<file path="src/rtl/alu_issue_buffer_pkg.sv">
// Shared definitions for the ALU issue buffer: widths, queue depth,
// the opcode mnemonic enum and the queue entry record.
package alu_issue_buffer_pkg;

  localparam int W           = 8;
  localparam int OPS         = 4;
  localparam int RA          = 3;
  localparam int ISSUE_DEPTH = 2;
  localparam int PTR_W       = 1;
  localparam int CNT_W       = 2;

  typedef enum logic [OPS-1:0] {
    OP_ADD  = 4'd0,
    OP_SUB  = 4'd1,
    OP_AND  = 4'd2,
    OP_OR   = 4'd3,
    OP_XOR  = 4'd4,
    OP_SHL  = 4'd5,
    OP_SHR  = 4'd6,
    OP_PASS = 4'd7
  } op_mne;

  typedef struct packed {
    op_mne           op;
    logic [W-1:0]    a;
    logic [W-1:0]    b;
    logic [RA-1:0]   dst;
  } queue_entry_t;

endpackage

</file>
<file path="src/rtl/alu_issue_buffer_if.sv">
// Handshake bundle between decode, the ALU and writeback.
// Bypass signals exist only when ALU_ISSUE_BYPASS_EN is defined.
// slave = the issue buffer's view, master = the surrounding pipeline's view.
interface alu_issue_buffer_if import alu_issue_buffer_pkg::*; ();

  logic          flush;
  logic          in_valid;
  logic          in_ready;
  op_mne         in_op;
  logic [W-1:0]  in_a;
  logic [W-1:0]  in_b;
  logic [RA-1:0] in_dst;
  logic [W-1:0]  alu_a;
  logic [W-1:0]  alu_b;
  op_mne         alu_op;
  logic [W-1:0]  alu_out;
  logic          out_valid;
  logic          out_ready;
  logic [W-1:0]  out_data;
  logic [RA-1:0] out_dst;
`ifdef ALU_ISSUE_BYPASS_EN
  logic [RA-1:0] in_a_src;
  logic [RA-1:0] in_b_src;
  logic          in_a_is_reg;
  logic          in_b_is_reg;
  logic          wb_valid;
  logic [RA-1:0] wb_dst;
  logic [W-1:0]  wb_data;

  modport slave (
    input  flush, in_valid, in_op, in_a, in_b, in_dst, alu_out, out_ready,
    input  in_a_src, in_b_src, in_a_is_reg, in_b_is_reg, wb_valid, wb_dst, wb_data,
    output in_ready, alu_a, alu_b, alu_op, out_valid, out_data, out_dst
  );

  modport master (
    output flush, in_valid, in_op, in_a, in_b, in_dst, alu_out, out_ready,
    output in_a_src, in_b_src, in_a_is_reg, in_b_is_reg, wb_valid, wb_dst, wb_data,
    input  in_ready, alu_a, alu_b, alu_op, out_valid, out_data, out_dst
  );
`else
  modport slave (
    input  flush, in_valid, in_op, in_a, in_b, in_dst, alu_out, out_ready,
    output in_ready, alu_a, alu_b, alu_op, out_valid, out_data, out_dst
  );

  modport master (
    output flush, in_valid, in_op, in_a, in_b, in_dst, alu_out, out_ready,
    input  in_ready, alu_a, alu_b, alu_op, out_valid, out_data, out_dst
  );
`endif

endinterface

</file>
<file path="src/rtl/alu_issue_buffer_issue_queue.sv">
// Two-entry circular operation queue: storage, 1-bit head/tail pointers
// and an occupancy count. The caller guarantees push only when not full
// and pop only when not empty.
module issue_queue import alu_issue_buffer_pkg::*; (
  input  logic             clk,
  input  logic             reset,
  input  logic             flush,
  input  logic             push,
  input  logic             pop,
  input  queue_entry_t     push_entry,
  output queue_entry_t     head_entry,
  output logic [CNT_W-1:0] count
);

  queue_entry_t     mem [ISSUE_DEPTH];
  logic [PTR_W-1:0] head_ptr;
  logic [PTR_W-1:0] tail_ptr;

  // Pointers and occupancy; reset and flush both empty the queue.
  always_ff @(posedge clk) begin
    if (reset || flush) begin
      head_ptr <= '0;
      tail_ptr <= '0;
      count    <= '0;
    end else begin
      if (push) tail_ptr <= tail_ptr + 1'b1;
      if (pop)  head_ptr <= head_ptr + 1'b1;
      count <= count + CNT_W'(push) - CNT_W'(pop);
    end
  end

  // Entry storage needs no reset; it is only observed while count > 0.
  always_ff @(posedge clk) begin
    if (push) mem[tail_ptr] <= push_entry;
  end

  assign head_entry = mem[head_ptr];

endmodule

</file>
<file path="src/rtl/alu_issue_buffer.sv">
// Execute-stage front end: buffers decoded ops in a 2-entry queue, drives
// the ALU from the queue head and registers the result for writeback.
// Optional macro ALU_ISSUE_BYPASS_EN forwards writeback data into operands
// at enqueue time.
module alu_issue_buffer import alu_issue_buffer_pkg::*; (
  input logic               clk,
  input logic               reset,
  alu_issue_buffer_if.slave bus
);

  queue_entry_t     enq_entry;
  queue_entry_t     head_entry;
  logic [CNT_W-1:0] q_count;
  logic             q_empty;
  logic             push;
  logic             issue;
  logic [W-1:0]     a_store;
  logic [W-1:0]     b_store;
  logic             out_valid_q;
  logic [W-1:0]     out_data_q;
  logic [RA-1:0]    out_dst_q;

  assign bus.in_ready = (q_count < CNT_W'(ISSUE_DEPTH));
  assign q_empty      = (q_count == '0);
  assign push         = bus.in_valid && bus.in_ready && !bus.flush && !reset;
  assign issue        = !q_empty && (!out_valid_q || bus.out_ready) && !bus.flush;

`ifdef ALU_ISSUE_BYPASS_EN
  // Replace a register-sourced operand with in-flight writeback data.
  always_comb begin
    a_store = bus.in_a;
    b_store = bus.in_b;
    if (bus.wb_valid && bus.in_a_is_reg && (bus.in_a_src == bus.wb_dst)) a_store = bus.wb_data;
    if (bus.wb_valid && bus.in_b_is_reg && (bus.in_b_src == bus.wb_dst)) b_store = bus.wb_data;
  end
`else
  assign a_store = bus.in_a;
  assign b_store = bus.in_b;
`endif

  // Assemble the entry written at enqueue.
  always_comb begin
    enq_entry     = '0;
    enq_entry.op  = bus.in_op;
    enq_entry.a   = a_store;
    enq_entry.b   = b_store;
    enq_entry.dst = bus.in_dst;
  end

  issue_queue u_queue (
    .clk        (clk),
    .reset      (reset),
    .flush      (bus.flush),
    .push       (push),
    .pop        (issue),
    .push_entry (enq_entry),
    .head_entry (head_entry),
    .count      (q_count)
  );

  // ALU sees the head entry, or zeros when nothing is queued.
  always_comb begin
    bus.alu_a  = '0;
    bus.alu_b  = '0;
    bus.alu_op = OP_ADD;
    if (!q_empty) begin
      bus.alu_a  = head_entry.a;
      bus.alu_b  = head_entry.b;
      bus.alu_op = head_entry.op;
    end
  end

  // Result register: flush drops the held result but keeps its data bits.
  always_ff @(posedge clk) begin
    if (reset) begin
      out_valid_q <= 1'b0;
      out_data_q  <= '0;
      out_dst_q   <= '0;
    end else if (bus.flush) begin
      out_valid_q <= 1'b0;
    end else if (issue) begin
      out_valid_q <= 1'b1;
      out_data_q  <= bus.alu_out;
      out_dst_q   <= head_entry.dst;
    end else if (out_valid_q && bus.out_ready) begin
      out_valid_q <= 1'b0;
    end
  end

  assign bus.out_valid = out_valid_q;
  assign bus.out_data  = out_data_q;
  assign bus.out_dst   = out_dst_q;

endmodule
</file>
<file path="src/flat_wrapper.sv">
// flat-port wrapper written by rule: the top's interface ports become plain ports
module alu_issue_buffer_flat import alu_issue_buffer_pkg::*;
  (clk, reset, bus_flush, bus_in_valid, bus_in_op, bus_in_a, bus_in_b, bus_in_dst, bus_alu_out, bus_out_ready, bus_in_ready, bus_alu_a, bus_alu_b, bus_alu_op, bus_out_valid, bus_out_data, bus_out_dst);
  alu_issue_buffer_if bus_i ();
  input logic clk;
  input logic reset;
  input wire logic [$bits(bus_i.flush)-1:0] bus_flush;
  input wire logic [$bits(bus_i.in_valid)-1:0] bus_in_valid;
  input wire logic [$bits(bus_i.in_op)-1:0] bus_in_op;
  input wire logic [$bits(bus_i.in_a)-1:0] bus_in_a;
  input wire logic [$bits(bus_i.in_b)-1:0] bus_in_b;
  input wire logic [$bits(bus_i.in_dst)-1:0] bus_in_dst;
  input wire logic [$bits(bus_i.alu_out)-1:0] bus_alu_out;
  input wire logic [$bits(bus_i.out_ready)-1:0] bus_out_ready;
  output wire logic [$bits(bus_i.in_ready)-1:0] bus_in_ready;
  output wire logic [$bits(bus_i.alu_a)-1:0] bus_alu_a;
  output wire logic [$bits(bus_i.alu_b)-1:0] bus_alu_b;
  output wire logic [$bits(bus_i.alu_op)-1:0] bus_alu_op;
  output wire logic [$bits(bus_i.out_valid)-1:0] bus_out_valid;
  output wire logic [$bits(bus_i.out_data)-1:0] bus_out_data;
  output wire logic [$bits(bus_i.out_dst)-1:0] bus_out_dst;
  assign bus_i.flush = bus_flush;
  assign bus_i.in_valid = bus_in_valid;
  assign bus_i.in_op = bus_in_op;
  assign bus_i.in_a = bus_in_a;
  assign bus_i.in_b = bus_in_b;
  assign bus_i.in_dst = bus_in_dst;
  assign bus_i.alu_out = bus_alu_out;
  assign bus_i.out_ready = bus_out_ready;
  assign bus_in_ready = bus_i.in_ready;
  assign bus_alu_a = bus_i.alu_a;
  assign bus_alu_b = bus_i.alu_b;
  assign bus_alu_op = bus_i.alu_op;
  assign bus_out_valid = bus_i.out_valid;
  assign bus_out_data = bus_i.out_data;
  assign bus_out_dst = bus_i.out_dst;
  alu_issue_buffer u_core (.clk(clk), .reset(reset), .bus(bus_i));
endmodule
</file>
<file path="config.mk">
export PLATFORM = sky130hd
export DESIGN_NAME = alu_issue_buffer_flat
export DESIGN_NICKNAME = d
export VERILOG_FILES = /design/src/rtl/alu_issue_buffer_pkg.sv /design/src/rtl/alu_issue_buffer_if.sv /design/src/rtl/alu_issue_buffer_issue_queue.sv /design/src/rtl/alu_issue_buffer.sv /design/src/flat_wrapper.sv
export SDC_FILE = /design/constraint.sdc
export NUM_CORES = 1
export LEC_CHECK = 0
export ABC_CLOCK_PERIOD_IN_PS = 4500
export BUFFER_PORTS_ARGS = -buffer_cell sky130_fd_sc_hd__buf_2
export CORE_ASPECT_RATIO = 1.5
export CORE_UTILIZATION = 45
export DETAILED_ROUTE_END_ITERATION = 7
export PLACE_DENSITY = 0.77
export SETUP_SLACK_MARGIN = 0.05
export SYNTH_ARGS = -nofsm -noshare
export SYNTH_HDL_FRONTEND = slang
export SYNTH_HIERARCHICAL = 1
export SYNTH_SLANG_ARGS = --single-unit
export TNS_END_PERCENT = 1
</file>
<file path="constraint.sdc">
create_clock -name clk -period 4.5 [get_ports clk]
set_clock_uncertainty 0.05 [all_clocks]
set_input_delay 1.125 -clock clk [delete_from_list [all_inputs] [get_ports clk]]
set_output_delay 1.125 -clock clk [all_outputs]
set_load 0.05 [all_outputs]
</file>
Yosys cells after proc, flatten, opt, wreduce, memory -nomap -nowiden
Memories as Yosys holds them, arrays and structs flattened. A register that Yosys moved wholly into a read port is not among the register bits.
Cells that the tools add are included.
{"block": "op_classes", "bitwise": 1, "mux": 9, "magnitude_cmp": 1, "n_addsub": 4, "reduce_logical": 16}
{"cell": "8-bit 2-to-1 mux", "count": 2}
{"cell": "1-bit logical AND", "count": 6}
{"cell": "1-bit 2-to-1 mux", "count": 6}
{"cell": "1-bit logical NOT", "count": 4}
{"cell": "4-bit 2-to-1 mux", "count": 1}
{"cell": "1-bit adder, second input constant", "count": 2}
{"cell": "2-bit by 1-bit adder with 2-bit output", "count": 1}
{"cell": "2-bit logical NOT", "count": 1}
{"cell": "1-bit logical OR", "count": 2}
{"cell": "2-bit less-than comparator, second input constant", "count": 1}
{"cell": "2-bit AND reduction", "count": 1}
{"cell": "2-bit nonzero test", "count": 1}
{"cell": "2-bit OR reduction", "count": 1}
{"cell": "2-bit by 1-bit subtractor with 2-bit output", "count": 1}
{"cell": "1-bit NOT", "count": 1}
{"block": "word_totals", "mem_bits_rw": 46, "register_bits": 16, "in_bits": 36, "n_memories": 1}
{"name": "u_core.u_queue.mem", "depth": 2, "width": 23, "rd": 1, "rd_clocked_by_memory_dff": 1, "wr": 1, "line": "alu_issue_buffer_issue_queue.sv:15", "source": "queue_entry_t mem [ISSUE_DEPTH];"}

Logic depth before layout (Yosys ltp)
Gate-level depths: netlist (run 1).
{"block": "depth", "depth_word": 6, "depth_mapped": 8}

Hierarchy
The synthesis (run 1) kept the hierarchy.
{"mod": "issue_queue", "area_each_um2": 1875.5, "cells_per_inst": 90, "n_inst": 1, "seq_area_each_um2": 1481.4}
{"mod": "alu_issue_buffer", "area_each_um2": 693.2, "cells_per_inst": 77, "n_inst": 1, "seq_area_each_um2": 240.2}

Least setup slack after synthesis (run 1)
Ideal clock, no wire load.
{"block": "synth_timing", "kind": "input port to flip-flop", "start": "in reset", "end": "mem u_core/u_queue/mem[0][0] (netlist bit) (enable)", "n_path_buf": 1, "t_required_ns": 4.045, "cell_stages": 4, "setup_slack_ns": 1.359, "t_arrival_ns": 2.685, "setup_time_ns": 0.405, "cell_sequence": "clkbuf_1 nor2_1 and3_1 nor2b_1"}
{"block": "synth_via", "elab_chain_len": 4}
{"item": "start, declared", "line": "flat_wrapper.sv:6", "source": "input logic reset;"}
{"item": "1-bit logical NOT", "line": "alu_issue_buffer.sv:25", "source": "assign push = bus.in_valid && bus.in_ready && !bus.flush && !reset;"}
{"item": "1-bit logical AND", "line": "alu_issue_buffer.sv:25"}
{"item": "via u_core.push", "line": "alu_issue_buffer.sv:15", "source": "logic push;"}
{"item": "1-bit 2-to-1 mux", "line": "alu_issue_buffer_issue_queue.sv:34", "source": "if (push) mem[tail_ptr] <= push_entry;"}
{"item": "1-bit 2-to-1 mux (not written as such)", "line": "alu_issue_buffer_issue_queue.sv:34"}
{"item": "end, declared", "line": "alu_issue_buffer_issue_queue.sv:15"}
The timed path passes the listed nets, and every way through them passes these cells.

==> impl_summary.txt, run 1 <==
----------------------------------------------------
[Status]
  Outcome ... finished clean

[GRT]
  Number of global-route vias before repair ... between 1,000 and 1,500
  Initial antenna violation count ... 0
  Total global routing track utilization ... ~14%
  First-pass GRT wire length ... ~6000 um
  Largest net degree at the start of global routing ... 29
  Total gr overflow ... 0

[Floorplanning]
  Die X-Extent ... 63.69 um
  Rows ... 33
  I/O pins ... 69
  Initial Util ... 46.78%
  Die area ... 6021 sq um
  Die extent in y ... about 95 um
  Placeable core region ... between 5000 and 6000 sq um

[Synthesis]
  Summed instance area of the synthesized netlist ... 2569 sq um
  Warnings from Yosys ... 6
  Synth Register Bits ... 63
  Post-Syn Instances ... roughly 170
  Mean Syn Cell Area ... ~15 sq um
  Register area share after synthesis ... roughly 67%
  Flip-flop cell with the highest count after synthesis ... edfxtp_1
  Most numerous cell in the Yosys netlist ... edfxtp_1
  Area leader, netlist ... edfxtp_1
  Distinct cells, synth ... 21
  Post-Synthesis Net Count ... 205
  Area share of the leading cell type in the synthesized netlist ... between 50% and 60%
  Commonest cells in the synthesized netlist ... 46 x edfxtp_1, 23 x mux2_2, 22 x nand2b_1, 22 x nor2b_1, 17 x dfxtp_1
  Most area-consuming cells after synthesis ... edfxtp_1 54%, dfxtp_1 13%, mux2_2 10%
  Asr flop ratio synth ... 0%
  Number of enable-type register cells in the synthesized netlist ... 46

[Cells and area]
  Final non-filler cell total ... ~320
  Area of the multi-input gates ... about 800 sq um
  Count of antenna diodes in the layout ... 0
  Layout cell share with drive strength beyond 1 ... between 40 and 50%
  Area occupied by registers ... about 1700 sq um
  Layout Area Growth over Synthesis ... 22.36%
  Count of nets after finishing ... 279
  Filler cells ... roughly 450

[Worst setup path]
  Critical path's largest stage delay ... approximately 940 ps
  Data arrival at the endpoint of the critical path ... just over 2000 ps
  Worst-path fanout max ... 21
  Crit path required time ... between 3000 and 4000 ps
  Path type of the worst setup path ... reg -> out
  Critical path capture point type ... output port
  Crit start category ... register
  Worst-path cell with the longest stage delay ... dfxtp_1
  Crit path cell chain ... mux2_2 > nor2b_1 > buf_2

[STA]
  Summed negative setup slack over all endpoints ... 0 ps
  Max transition margin ... 31.59%
  Hold violation total from the final report ... 0
  Maximum achievable frequency ... between 300 and 400 MHz
  Slew at the pin closest to its max-slew limit ... between 1000 and 1500 ps
  Number of endpoints failing setup at the final stage ... 0
  Final count of pins violating max slew ... 0
  Setup repair after global routing missed its margin ... no
  Period utilization ... between 70% and 80%
  Minimum clock period ... 3245 ps

[Detailed routing]
  ANT nets after route ... 0
  1st-pass router iterations ... 4
  Average routed wire per standard cell ... ~12 um
  First-iteration detailed-routing DRC count ... 39
  Vias after detailed routing ... 1,477
  Drt total wl ... between 3000 and 4000 um
  Vias per cell ... 4.674
  DRC violations left ... 0

[Place]
  Placed cells ... 300
  Detailed placement HPWL ... roughly 2600 um
  Gpl congestion ... 0.6784
  Port-buffer cells ... slightly below 70

[CTS]
  Worst-Skew Late Latency ... around 320 ps
  Hold Buf Count CTS ... 0
  Clock tree from TritonCTS ... done
  Total number of clock tree sinks ... between 60 and 70
  TritonCTS Buffers ... 9
  # resized after CTS ... 0
  Clock H-tree levels ... 3
  Number of setup buffers added after CTS ... 0
  Worst-case clock buffer depth ... 2
  Clk pin slew, worst setup/hold paths ... roughly 60 ps
  Clock tree root buffer cell ... clkbuf_8

[Hold path]
  Worst Hold Class ... reg -> reg

[Power and ir drop]
  Ratio of total power to cell area ... between 300 and 400 nW/um^2
  Max VDD drop ... around 0.00026 V
  Leakage ... approximately 0.0012 uW

[Flow run]
  Max cap viols ... 0

----------------------------------------------------
[path summary, 6_finish.rpt]
path                            from                       to  slack [ps]  depth (start not counted)
max reg2reg  u_core/u_queue/count[1]  u_core/u_queue/count[1]        2110                          7
min           u_core/bus.out_data[4]   u_core/bus.out_data[4]         420                          2
max                         register            bus_alu_op[0]        1260                          3
min reg2reg   u_core/bus.out_data[4]   u_core/bus.out_data[4]         420                          2
[critical path, delay by kind of cell, from the launching register on]
| family | cells | cell delay [ps] |
|---|---|---|
| buffers and inverters | 1 | 260 |
| multiplexers | 1 | 410 |
| AND/OR/NAND/NOR | 1 | 140 |
| flip-flops | 1 | 940 |
[layout make-up]
type / instances / share of cell area (%)
Clock inverter: 5 / 1.553
Timing Repair Buffer: 70 / 11.31
Inverter: 3 / 0.3583
Sequential cell: 63 / 54.78
Clock buffer: 11 / 4.180
Multi-Input combinational cell: 94 / 25.04
Tap cell: 70 / 2.787
[cell usage in the layout, fill, tap and decap left out, types with 3 or more instances in the layout]
cell,count
clkbuf_8,9
mux2_2,23
inv_1,3
nor3_1,4
nand2b_1,22
clkinv_2,3
mux2i_1,11
nor2b_1,21
edfxtp_1,46
buf_2,68
dfxtp_1,17
[stage by stage]
stage                     instance area [sq um]  total power (uW)  hold WS, ps  setup WS (ps)  util, %
final                                      3143              1161        423.2           1255    57.23
after global placement                     2963             734.0        405.3           1482    53.95
after detailed placement                   2963             735.9        416.3           1456    53.95
after floorplan                            2569             705.4        441.6           1359        -
after global routing                       3143              1208        445.6           1107    57.23
after CTS                                  3143              1178        429.2           1202    57.23
[sequential cells by signal, summed over array words and instances (netlist names), named ones only]
register and flops:
u_core/u_queue/count 2, u_core/bus.out_valid 1, u_core/u_queue/head_ptr 1, u_core/bus.out_dst 3
u_core/u_queue/mem 46, u_core/bus.out_data 8, u_core/u_queue/tail_ptr 1
[layer usage]
metal / wire length [um] / GRT usage, % / part of all wire (%) / vias to the layer above
li1: - / - / - / 739
met3: 238 / 4.106 / 6.1 / 9
met4: 93 / 9.659 / 2.4 / 0
met1: 1516 / 14.72 / 39 / 678
met2: 2024 / 24.20 / 52 / 51
met5: 0 / 0 / 0 / -
[logic make-up (layout without fill, tap and decap cells)]
kind of cell | Yosys count | after routing | synth area share (%)
AO/OA/AOI/OAI | 1 | 1 | 0.3410
XOR/XNOR | 3 | 3 | 1.559
adder cells (fa/ha/maj) | 2 | 2 | 0.9740
multiplexers | 34 | 34 | 14.37
AND/OR/NAND/NOR | 54 | 54 | 13.30
buffers and inverters | 10 | 89 | 2.435
flip-flops | 63 | 63 | 67.02
[report_power, final]
part | internal, uW | switching (uW)
combinational | 33.5 | 51.7
clock | 251 | 187
sequential | 633 | 3.94
total | 918 | 243
(Power assumes the default switching activity.)
==> run 2: changes to the inputs <==
--- a/config.mk
+++ b/config.mk
@@ -5,7 +5,7 @@
 export SDC_FILE = /design/constraint.sdc
 export NUM_CORES = 1
 export LEC_CHECK = 0
-export ABC_CLOCK_PERIOD_IN_PS = 4500
+export ABC_CLOCK_PERIOD_IN_PS = 3300
 export BUFFER_PORTS_ARGS = -buffer_cell sky130_fd_sc_hd__buf_2
 export CORE_ASPECT_RATIO = 1.5
 export CORE_UTILIZATION = 45
==> constraint.sdc (replaced) <==
create_clock -name clk -period 3.3 [get_ports clk]
set_clock_uncertainty 0.05 [all_clocks]
set_input_delay 0.825 -clock clk [delete_from_list [all_inputs] [get_ports clk]]
set_output_delay 0.825 -clock clk [all_outputs]
set_load 0.05 [all_outputs]
==> run 2 against run 1 <==
Net effect: power grew 37%; wire length is 2.5% higher; first-iteration DRC count rose by 2.6%; global-route usage is 0.44 points higher; utilization up 0.59 points; worst setup slack lost 480 ps; cell count is 0.95% higher; hold slack got worse by 1.6 ps; non-clock buffer count is 3 higher; largest power group unchanged; sequential cell count did not move.
==> impl_summary.txt, run 2 (synthesis results as in run 1) <==
----------------------------------------------------
[STA]
  Summed negative setup slack over all endpoints ... 0 ps (unchanged)
  Number of endpoints failing setup at the final stage ... 0 (unchanged)
  Maximum achievable frequency ... roughly 400 MHz
  Slew at the pin closest to its max-slew limit ... 479.4 ps (was 1026 ps)
  Hold violation total from the final report ... 0 (unchanged)
  Period utilization ... about 77%
  Final count of pins violating max slew ... 0 (unchanged)
  Setup repair after global routing missed its margin ... no (unchanged)
  Minimum clock period ... 2527 ps
  Max transition margin ... 68.01% (was 31.59%)

[Status]
  Outcome ... finished clean (unchanged)

[Power and ir drop]
  Power consumption ... 1592 uW (was 1161 uW)
  Max VDD drop ... 0.0004107 V (was 0.0002611 V)
  Ratio of total power to cell area ... 501.4 nW/um^2 (was 369.4 nW/um^2)
  Leakage ... 0.001239 uW (was 0.001221 uW)

[Flow run]
  Max cap viols ... 0 (unchanged)

[Cells and area]
  Layout cell share with drive strength beyond 1 ... 44.98% (was 44.31%)
  Most common library cell in the layout ignoring fill and taps ... buf_2 (unchanged)
  Filler cells ... 458 (was 447)
  Area of the multi-input gates ... 787.0 sq um (unchanged)
  Layout Area Growth over Synthesis ... 23.62% (was 22.36%)
  Area occupied by registers ... 1722 sq um (unchanged)
  Count of antenna diodes in the layout ... 0 (unchanged)
  Final design area excluding fillers ... 3176 sq um (was 3143 sq um)
  Highest-count cells in the layout ignoring fill and taps ... 68 x buf_2, 46 x edfxtp_1, 23 x mux2_2 (unchanged)
  Count of nets after finishing ... 282 (was 279)
  Core occupancy in the finished layout ... 57.83% (was 57.23%)
  Final non-filler cell total ... 319 (was 316)
  Max reg flops ... 46 (unchanged)
  Register name with the most flops ... u_core/u_queue/mem (unchanged)

[CTS]
  Clock H-tree levels ... 3 (unchanged)
  Number of setup buffers added after CTS ... 0 (unchanged)
  TritonCTS Buffers ... 9 (unchanged)
  Clk pin slew, worst setup/hold paths ... 60 ps (about the same)
  Worst-case clock buffer depth ... 2 (unchanged)
  Total number of clock tree sinks ... 63 (unchanged)
  Worst-Skew Late Latency ... 320 ps (about the same)
  Clock tree root buffer cell ... clkbuf_8 (unchanged)
  Clock tree from TritonCTS ... done (unchanged)
  Hold Buf Count CTS ... 0 (unchanged)
  # resized after CTS ... 0 (unchanged)

[GRT]
  Number of global-route vias before repair ... 1,370 (was 1,410)
  Initial antenna violation count ... 0 (unchanged)
  Total gr overflow ... 0 (unchanged)
  Total global routing track utilization ... 14.54% (was 14.09%)
  Largest net degree at the start of global routing ... 29 (unchanged)
  First-pass GRT wire length ... 6251 um (was 6141 um)

[Worst setup path]
  Path type of the worst setup path ... reg -> out (unchanged)
  Cell type group with the largest total delay on the critical path ... buffers and inverters (was flip-flops)
  Buffers and inverters on the worst path ... 2 (was 1)
  Worst-path fanout max ... 23 (was 21)
  Critical path's largest stage delay ... 370 ps (was 940 ps)
  Critical path capture point type ... output port (unchanged)
  Data arrival at the endpoint of the critical path ... 1650 ps (was 2070 ps)
  Worst-path cell with the longest stage delay ... mux2_2 (was dfxtp_1)
  Crit path cell chain ... buf_4 > mux2_2 > nor2b_1 > buf_2 (was mux2_2 > nor2b_1 > buf_2)
  Crit start category ... register (unchanged)
  Crit path required time ... 2420 ps (was 3320 ps)

[Place]
  Placed inst area ... 2985 sq um (was 2963 sq um)
  Placed cells ... 303 (was 300)
  Gpl congestion ... 0.7883 (was 0.6784)
  Port-buffer cells ... 68 (unchanged)
  Detailed placement HPWL ... 2663 um (was 2638 um)

[Floorplanning]
  Die extent in y ... 94.53 um (unchanged)
  Rows ... 33 (unchanged)
  Initial Util ... 46.78% (unchanged)
  I/O pins ... 69 (unchanged)
  Placeable core region ... 5492 sq um (unchanged)
  Die X-Extent ... 63.69 um (unchanged)
  Die area ... 6021 sq um (unchanged)

[Detailed routing]
  Vias per cell ... 4.674 (about the same)
  Drt total wl ... 3969 um (was 3873 um)
  ANT nets after route ... 0 (unchanged)
  1st-pass router iterations ... 3 (was 4)
  First-iteration detailed-routing DRC count ... 40 (was 39)
  Average routed wire per standard cell ... 12.44 um (was 12.26 um)
  Vias after detailed routing ... 1,491 (was 1,477)
  DRC violations left ... 0 (unchanged)

[Hold path]
  Worst Hold Class ... reg -> reg (unchanged)

----------------------------------------------------
==> run 2: cell count changes in the layout (fill, tap and decap cells not counted), sizes merged <==
| cell | before | now |
|---|---|---|
| clkbuf | 11 | 16 |
| clkinv | 4 | 0 |
| buf | 70 | 73 |
| bufinv | 1 | 0 |
==> run 2: path summary, 6_finish.rpt <==
kind | startpoint | to | slack [ps] | cells after the start
max | register | bus_alu_op[0] | 770 | 4
min | u_core/bus.out_data[6] | u_core/bus.out_data[6] | 420 | 2
max reg2reg | u_core/u_queue/count[1] | u_core/u_queue/count[1] | 1500 | 7
min reg2reg | u_core/bus.out_data[6] | u_core/bus.out_data[6] | 420 | 2
==> run 2: through the flow <==
step                      setup slack, ps  hold slack [ps]
after floorplan                     459.2            441.6
after global placement               1043            405.1
after detailed placement            983.5            406.9
after CTS                           731.5            424.6
after global routing                624.3            441.1
final                               772.8            421.6
==> run 2: routing by layer <==
layer  up-vias  routed length [um]  GRT usage, %
li1        746                   -             -
met1       689                1608         15.91
met2        48                2012         23.23
met3         8                 264         6.039
met4         0                  83         9.091
met5         -                   0             0
==> run 2: final cells by class <==
| type | instances | share of cell area, % |
|---|---|---|
| Clock buffer | 16 | 5.989 |
| Inverter | 3 | 0.3546 |
| Multi-Input combinational cell | 94 | 24.78 |
| Sequential cell | 63 | 54.22 |
| Tap cell | 70 | 2.758 |
| Timing Repair Buffer | 73 | 11.90 |
==> run 2: where the power goes <==
group | leakage (uW) | internal, uW | total [uW] | switching, uW
combinational | 0.000587 | 46.7 | 119 | 72.4
clock | 0.0000970 | 356 | 606 | 249
sequential | 0.000555 | 864 | 868 | 4.00
==> run 2: worst min-delay path: cells and delay by family (launching register included) <==
family	cells	cell delay, ps
muxes	1	50
and+or+nand+nor	1	60
DFF	1	310
